===== src/rtl/lns_pkg.sv =====
// rtl/lns_pkg.sv - shared LNS word format, limits and log saturation helper
package lns_pkg;
  localparam int LOG_W    = 11;
  localparam int W        = 12;
  localparam int EPS_FRAC = 7;
  localparam int LOG_MAX  = 1023;
  localparam int LOG_MIN  = -1024;

  localparam logic signed [LOG_W:0] SUM_MAX = (LOG_W+1)'(LOG_MAX);
  localparam logic signed [LOG_W:0] SUM_MIN = (LOG_W+1)'(LOG_MIN);

  typedef struct packed {
    logic                    sign;
    logic signed [LOG_W-1:0] log;
  } lns_t;

  typedef struct packed {
    logic                    ovf;
    logic                    unf;
    logic signed [LOG_W-1:0] log;
  } sat_log_t;

  // Clamp a one-bit-wider log sum back into the LNS log range.
  function automatic sat_log_t lns_sat_log(input logic signed [LOG_W:0] s);
    sat_log_t r;
    r.ovf = 1'b0;
    r.unf = 1'b0;
    r.log = s[LOG_W-1:0];
    if (s > SUM_MAX) begin
      r.ovf = 1'b1;
      r.log = (LOG_W)'(LOG_MAX);
    end else if (s < SUM_MIN) begin
      r.unf = 1'b1;
      r.log = (LOG_W)'(LOG_MIN);
    end
    return r;
  endfunction
endpackage


===== src/rtl/lns_log_mul.sv =====
// rtl/lns_log_mul.sv - combinational LNS multiply: sign xor, log add, saturate
module lns_log_mul
  import lns_pkg::*;
(
  input  lns_t a,
  input  lns_t b,
  output lns_t p,
  output logic ovf,
  output logic unf
);
  logic signed [LOG_W:0] sum;
  sat_log_t              sat;

  always_comb begin
    sum    = {a.log[LOG_W-1], a.log} + {b.log[LOG_W-1], b.log};
    sat    = lns_sat_log(sum);
    p.sign = a.sign ^ b.sign;
    p.log  = sat.log;
    ovf    = sat.ovf;
    unf    = sat.unf;
  end
endmodule


===== src/rtl/lns_mul_stage.sv =====
// rtl/lns_mul_stage.sv - two-stage valid/ready LNS multiply feeding the adder
module lns_mul_stage
  import lns_pkg::*;
#(
  parameter int LOG_W = lns_pkg::LOG_W,
  parameter int W     = lns_pkg::W
) (
  input  logic         clk,
  input  logic         rst,
  input  logic         in_valid,
  output logic         in_ready,
  input  logic [W-1:0] a,
  input  logic [W-1:0] b,
  input  logic [W-1:0] c,
  output logic         out_valid,
  input  logic         out_ready,
  output logic [W-1:0] p,
  output logic [W-1:0] c_out,
  output logic         p_ovf,
  output logic         p_unf,
  output logic         ovf_sticky,
  output logic         unf_sticky,
  input  logic         clr_sticky
);
  logic         s1_valid;
  logic [W-1:0] s1_a, s1_b, s1_c;
  logic         s2_can_load;
  lns_t         mul_p;
  logic         mul_ovf, mul_unf;

  lns_log_mul u_log_mul (
    .a   (lns_t'(s1_a)),
    .b   (lns_t'(s1_b)),
    .p   (mul_p),
    .ovf (mul_ovf),
    .unf (mul_unf)
  );

  // S2 frees up in the same cycle it drains, so S1 and the input never bubble.
  assign s2_can_load = !out_valid || out_ready;
  assign in_ready    = !s1_valid || s2_can_load;

  always_ff @(posedge clk) begin
    if (rst) begin
      s1_valid   <= 1'b0;
      s1_a       <= '0;
      s1_b       <= '0;
      s1_c       <= '0;
      out_valid  <= 1'b0;
      p          <= '0;
      c_out      <= '0;
      p_ovf      <= 1'b0;
      p_unf      <= 1'b0;
      ovf_sticky <= 1'b0;
      unf_sticky <= 1'b0;
    end else begin
      if (s2_can_load) begin
        out_valid <= s1_valid;
        if (s1_valid) begin
          p     <= W'(mul_p);
          c_out <= s1_c;
          p_ovf <= mul_ovf;
          p_unf <= mul_unf;
        end
      end
      if (in_ready) begin
        s1_valid <= in_valid;
        if (in_valid) begin
          s1_a <= a;
          s1_b <= b;
          s1_c <= c;
        end
      end
      // Flags count only when a product leaves, so a stalled one is seen once.
      if (clr_sticky) begin
        ovf_sticky <= 1'b0;
        unf_sticky <= 1'b0;
      end else if (out_valid && out_ready) begin
        if (p_ovf) ovf_sticky <= 1'b1;
        if (p_unf) unf_sticky <= 1'b1;
      end
    end
  end
endmodule

===== config.mk =====
export PLATFORM = sky130hd
export DESIGN_NAME = lns_mul_stage
export DESIGN_NICKNAME = d
export VERILOG_FILES = /design/src/rtl/lns_pkg.sv /design/src/rtl/lns_log_mul.sv /design/src/rtl/lns_mul_stage.sv
export SDC_FILE = /design/constraint.sdc
export NUM_CORES = 1
export LEC_CHECK = 0
export CAP_MARGIN = 30
export CORE_UTILIZATION = 49
export CTS_CLUSTER_DIAMETER = 150
export CTS_CLUSTER_SIZE = 14
export DETAILED_ROUTE_END_ITERATION = 16
export PLACE_DENSITY_LB_ADDON = 0.12
export SLEW_MARGIN = 15
export SYNTH_ARGS = -nofsm -noshare
export SYNTH_HDL_FRONTEND = slang
export SYNTH_SLANG_ARGS = --single-unit

===== constraint.sdc =====
create_clock -name clk -period 3.1 [get_ports clk]
set_clock_uncertainty 0.05 [all_clocks]
set_input_delay 0.62 -clock clk [delete_from_list [all_inputs] [get_ports clk]]
set_output_delay 0.62 -clock clk [all_outputs]
set_load 0.02 [all_outputs]

==> results of run 1 <==
-- layer usage --
layer  vias up  wire length, um
met5         -                0
met4         0               92
met3         8              257
met2        62             2880
met1      1176             3250
li1       1357                -
-- worst register-to-register path, stage by stage (launching register included) --
cell and delay (ns):
dfxtp_1 0.34, ha_1 0.17, inv_1 0.05, fa_1 0.39
nor2b_1 0.27, a311o_1 0.28, a211o_1 0.13, o221a_1 0.57
a211oi_1 0.16
-- final cells by class --
type                       count  area, um^2  area share
multi-input combinational    267        1470       0.379
sequential                    66        1320       0.341
timing repair buffer          75         746       0.192
clock buffer                  10         138      0.0355
clock inverter                 6        90.1      0.0232
tap                           72        90.1      0.0232
inverter                       6        22.5     0.00581
-- state kept, by name (all words and copies together), names as in the netlist, 12 cells and up --
signal  flops
s1_b       12
p          12
c_out      12
s1_c       12
s1_a       12
-- metrics by stage --
stage / hold WS [ns] / cell area, um^2 / std cells / utilization / power (mW)
floorplan: 0.382 / 2910 / 361 / - / 1.11
global placement: 0.386 / 3650 / 486 / 0.651 / 1.23
detailed placement: 0.393 / 3650 / 486 / 0.651 / 1.24
CTS: 0.403 / 3880 / 502 / 0.692 / 2.04
global route: 0.420 / 3880 / 502 / 0.692 / 2.11
finish: 0.403 / 3880 / 502 / 0.692 / 2.03
-- cell families (layout without fill, tap and decap cells) --
kind of cell / Yosys count / count (layout) / share of synthesized area
xor gates and xnor gates: 7 / 7 / 0.0211
DFF: 66 / 66 / 0.455
AOI/OAI and AO/OA: 91 / 91 / 0.204
adders and majority gates: 12 / 12 / 0.0542
and+or+nand+nor: 157 / 157 / 0.226
buffers and inverters: 28 / 97 / 0.0400
-- worst paths after layout --
kind	slack [ns]	start	cells past startpoint	endpoint
hold reg to reg	0.40	s1_c[11]$_SDFFE_PP0P_	2	c_out[11]$_SDFFE_PP0P_
hold / removal	0.40	s1_c[11]$_SDFFE_PP0P_	2	c_out[11]$_SDFFE_PP0P_
setup / recovery	0.32	out_ready	4	in_ready
setup reg to reg	0.53	s1_b[0]$_SDFFE_PP0P_	8	p[9]$_SDFFE_PP0P_
-- power groups by stage --
stage | Clock (mW) | Sequential, mW | Combinational [mW]
after floorplan | 0 | 0.954 | 0.158
after global placement | 0 | 0.936 | 0.296
after detailed placement | 0 | 0.938 | 0.300
after CTS | 0.822 | 0.918 | 0.302
after global routing | 0.852 | 0.923 | 0.335
final | 0.809 | 0.918 | 0.302
-- placed cells by master, fill, tap and decap left out, types with 4 or more instances in the layout --
cell	n
a31oi_1	4
nand2_1	105
buf_4	4
inv_1	6
xor2_1	4
a211oi_2	10
nand3_1	10
ha_1	11
nor2_1	21
dfxtp_1	66
clkbuf_8	10
a21oi_1	56
clkdlybuf4s50_1	69
==> results.py, run 1 <==
metrics = {
    "floorplan": {
        "initial_core_util": 0.518,
        "core-area_um2": 5610,
        "die_area_um2": 6240,
        "die_w_um": 79.0,
        "io_pins": 71,
        "fp-row-count": 27,
        "die_y_um": 79.0,
    },
    "logic_synthesis": {
        "ys_top_cells_by_area": "dfxtp_1 (45%), nand2_1 (14%), a21oi_1 (9.6%)",
        "synth_most_common_cell": "nand2_1",
        "syn_inst": 361,
        "synth_area_um2": 2910,
        "synth_edf_count": 0,
        "synth_top_area_share": 0.455,
        "synth_flop_cell": "dfxtp_1",
        "synthTopCellsByCount": "nand2_1 (105), dfxtp_1 (66), a21oi_1 (56), nor2_1 (21), clkbuf_1 (17)",
        "ys_warn_count": 0,
        "avgSynthCellArea_um2": 8.05,
        "ys_ff_latch": 66,
        "ys_seq_area_frac": 0.455,
        "yosysUniqueCellTypes": 39,
        "syn-num-nets": 414,
        "ys_async_sr_fraction": 0,
        "synth_area_leader_cell": "dfxtp_1",
    },
    "route": {
        "drcViolationCount": 0,
        "drt-total-wl_um": 6490,
        "drt_first_pass_iters": 5,
        "drt_iter0_markers": 132,
        "wl_per_cell_um": 12.9,
        "drtAntennaViolNets": 0,
        "drt-vias-per-instance": 5.19,
        "vias": 2603,
    },
    "global_routing": {
        "gr-usage-met3": 0.0460,
        "grt.met1_usage": 0.305,
        "grt-busiest-layer": "met2",
        "grt_usage": 0.230,
        "grt_pass1_wl_um": 11300,
        "grt_max_degree": 67,
        "use_met2": 0.365,
        "grt_pass1_vias": 2543,
        "grt.overflow.total": 0,
        "antenna_found_initial": 0,
    },
    "worst_setup_path": {
        "path_class": "primary input to output pin",
        "slowest_delay_ns": 0.56,
        "crit_chain": "clkdlybuf4s50_1, nor2b_1, nand2_1, clkdlybuf4s50_1",
        "path_common_cell": "clkdlybuf4s50_1",
        "crit_family": "buffers and inverters",
        "cp.arrival_ns": 2.11,
        "critPathBufInv": 2,
        "cp_max_fo": 5,
        "cp-end-kind": "output pin",
        "startpoint_type": "primary input",
        "cp.required_ns": 2.43,
        "cpMaxStageDelayCell": "clkdlybuf4s50_1",
    },
    "sta": {
        "period_share": 0.897,
        "fmax_mhz": 359,
        "worst_pin_slew_ns": 0.603,
        "finalHoldViolCount": 0,
        "max_slew_margin": 0.598,
        "rsz0062_at_grt": "no",
        "setup_viol": 0,
        "finalCriticalPeriod_ns": 2.78,
        "tns_ns": 0,
        "maxSlewViolCount": 0,
        "setup_slack_ns": 0.318,
    },
    "clock_network": {
        "numCtsBuffers": 9,
        "postCtsResizedCells": 0,
        "postCtsHoldBufs": 0,
        "root_buffer": "clkbuf_8",
        "clk_pin_slew_ns": 0.08,
        "clock-sinks": 66,
        "postCtsSetupBuffers": 0,
        "clk_latency_ns": 0.34,
        "clock_path_buffers": 2,
        "h-tree-depth": 3,
        "cts_tree": "done",
    },
    "power_and_ir_drop": {
        "leakagePower_nw": 1.50,
        "seqPwrFrac": 0.452,
        "p_int_mw": 1.51,
        "power_frac_comb": 0.149,
        "p_clk_frac": 0.399,
        "switchingPower_uw": 517,
        "powerDensity_nw_per_um2": 523,
        "switching_share": 0.255,
        "vdd_drop_max_mv": 0.384,
    },
    "place": {
        "place_ws_ns": 0.354,
        "io_buffers": 70,
        "dp_hpwl_um": 4470,
        "gp_congestion": 0.846,
    },
    "layout": {
        "final_nets": 478,
        "antennaDiodeCount": 0,
        "synthToLayoutAreaGrowth_pct": 33.4,
        "fillers": 501,
        "drive_gt1_frac": 0.0837,
    },
    "run": {
        "max-cap-violations": 0,
    },
    "run_status": {
        "outcome": "completed",
    },
    "hold_path": {
        "hp-class": "flip-flop to flip-flop",
    },
}
Power figures use the tool's default switching activity.
==> inputs of run 2 (changes only) <==
Settings changed: CELL_PAD_IN_SITES_DETAIL_PLACEMENT from default to 0, CELL_PAD_IN_SITES_GLOBAL_PLACEMENT from default to 2, CORE_UTILIZATION 49 to 28, CTS_CLUSTER_DIAMETER 150 to 60, TNS_END_PERCENT from default to 20.
==> run 2 against run 1 <==
Register-to-register slack worse by 0.12 ns. Global-route usage is 8.4 points lower. Power decreased by 4.6%. Largest power group unchanged. Worst setup slack gained 0.089 ns.
==> results.py, run 2 (synthesized netlist as in run 1, its figures left out) <==
metrics = {
    "layout": {
        "layout_commonest_cell": "nand2_1",
        "synthToLayoutAreaGrowth_pct": 34.7,
        "drive_gt1_frac": 0.0837,
        "layout_common_cells": "nand2_1 (105), clkdlybuf4s50_1 (69), dfxtp_1 (66)",
        "final_nets": 479,
        "antennaDiodeCount": 0,
        "fillers": 1080,
        "fin_cells": 563,
    },
    "route": {
        "wl_per_cell_um": 13.3,
        "drtAntennaViolNets": 0,
        "vias": 2594,
        "drt-total-wl_um": 7510,
        "drcViolationCount": 0,
        "drt-vias-per-instance": 4.61,
        "drt_iter0_markers": 50,
        "drt_first_pass_iters": 4,
    },
    "place": {
        "dp_hpwl_um": 5220,
        "place_ws_ns": 0.451,
        "gp_congestion": 0.758,
        "dpl.cell_count": 548,
        "io_buffers": 70,
    },
    "floorplan": {
        "die_area_um2": 10800,
        "fp-row-count": 36,
        "die_w_um": 104,
        "initial_core_util": 0.293,
        "io_pins": 71,
        "core-area_um2": 9910,
        "die_y_um": 104,
    },
    "power_and_ir_drop": {
        "leakagePower_nw": 1.48,
        "powerDensity_nw_per_um2": 494,
        "vdd_drop_max_mv": 0.217,
    },
    "clock_network": {
        "clock-sinks": 66,
        "postCtsSetupBuffers": 0,
        "h-tree-depth": 3,
        "postCtsHoldBufs": 0,
        "numCtsBuffers": 9,
        "postCtsResizedCells": 0,
        "clock_path_buffers": 2,
        "clk_latency_ns": 0.34,
        "clk_pin_slew_ns": 0.07,
        "cts_tree": "done",
        "root_buffer": "clkbuf_8",
    },
    "worst_setup_path": {
        "crit_family": "compound AO/OA/AOI/OAI gates",
        "path_class": "flip-flop to flip-flop",
        "path_common_cell": "a211oi_2",
        "startpoint_type": "flip-flop",
        "cp.arrival_ns": 2.91,
        "slowest_delay_ns": 0.76,
        "cpMaxStageDelayCell": "o2111ai_1",
        "cp.required_ns": 3.31,
        "cp-end-kind": "flip-flop",
        "critPathBufInv": 0,
        "cp_max_fo": 11,
        "crit_chain": "ha_1, a211oi_2, nor2_1, a311o_1, o2111ai_1, nand4_1, a211oi_2",
    },
    "sta": {
        "finalCriticalPeriod_ns": 2.69,
        "period_share": 0.869,
        "maxSlewViolCount": 0,
        "hold_ws_ns": 0.398,
        "fmax_mhz": 371,
        "rsz0062_at_grt": "no",
        "setup_viol": 0,
        "tns_ns": 0,
        "finalHoldViolCount": 0,
        "worst_pin_slew_ns": 0.894,
        "setup_slack_ns": 0.406,
        "max_slew_margin": 0.403,
    },
    "run": {
        "max-cap-violations": 0,
    },
    "global_routing": {
        "antenna_found_initial": 0,
        "grt_pass1_vias": 2564,
        "grt_pass1_wl_um": 12600,
        "grt_max_degree": 37,
        "grt.overflow.total": 0,
        "grt_usage": 0.146,
    },
    "run_status": {
        "outcome": "completed",
    },
    "hold_path": {
        "hp-class": "flip-flop to flip-flop",
    },
}
[run 2: worst reg2reg max path, stage by stage, from the launching register on]
cell and delay, ns:
dfxtp_1 0.31, ha_1 0.38, a211oi_2 0.21, nor2_1 0.07, a311o_1 0.37, o2111ai_1 0.76
nand4_1 0.22, a211oi_2 0.24
[run 2: final cells by class]
| class | instances | area (um^2) | share of cell area |
|---|---|---|---|
| clock buffer | 10 | 138 | 0.0352 |
| sequential | 66 | 1320 | 0.337 |
| multi-input combinational | 267 | 1470 | 0.376 |
| inverter | 6 | 22.5 | 0.00575 |
| clock inverter | 5 | 55.1 | 0.0141 |
| tap | 133 | 166 | 0.0425 |
| timing repair buffer | 76 | 741 | 0.189 |
[run 2: where the power goes]
part           internal, mW  total, mW  leakage [nW]  switching [mW]
logic                 0.143      0.306         0.845           0.162
registers             0.893      0.918         0.542          0.0255
clock network         0.386      0.711        0.0941           0.326
total                  1.42       1.94          1.48           0.513
[run 2: path summary, 6_finish.rpt]
kind	from	end	slack, ns	depth (start not counted)
max	s1_a[7]$_SDFFE_PP0P_	p[2]$_SDFFE_PP0P_	0.41	7
min	s1_c[9]$_SDFFE_PP0P_	c_out[9]$_SDFFE_PP0P_	0.40	2
max reg2reg	s1_a[7]$_SDFFE_PP0P_	p[2]$_SDFFE_PP0P_	0.41	7
min reg2reg	s1_c[9]$_SDFFE_PP0P_	c_out[9]$_SDFFE_PP0P_	0.40	2
[run 2: layer usage]
layer,global-route usage,share of wire,vias up
li1,-,-,1358
met1,0.205,0.53,1171
met2,0.217,0.42,56
met3,0.0363,0.043,9
met4,0.0520,0.013,0
met5,0,0,-
[run 2: stage by stage]
step                instance area, um^2  total power, mW  utilization
floorplan                          2910             1.11            -
global placement                   3720             1.25        0.376
detailed placement                 3720             1.25        0.376
CTS                                3920             1.97        0.395
global route                       3920             2.05        0.395
finish                             3920             1.94        0.395
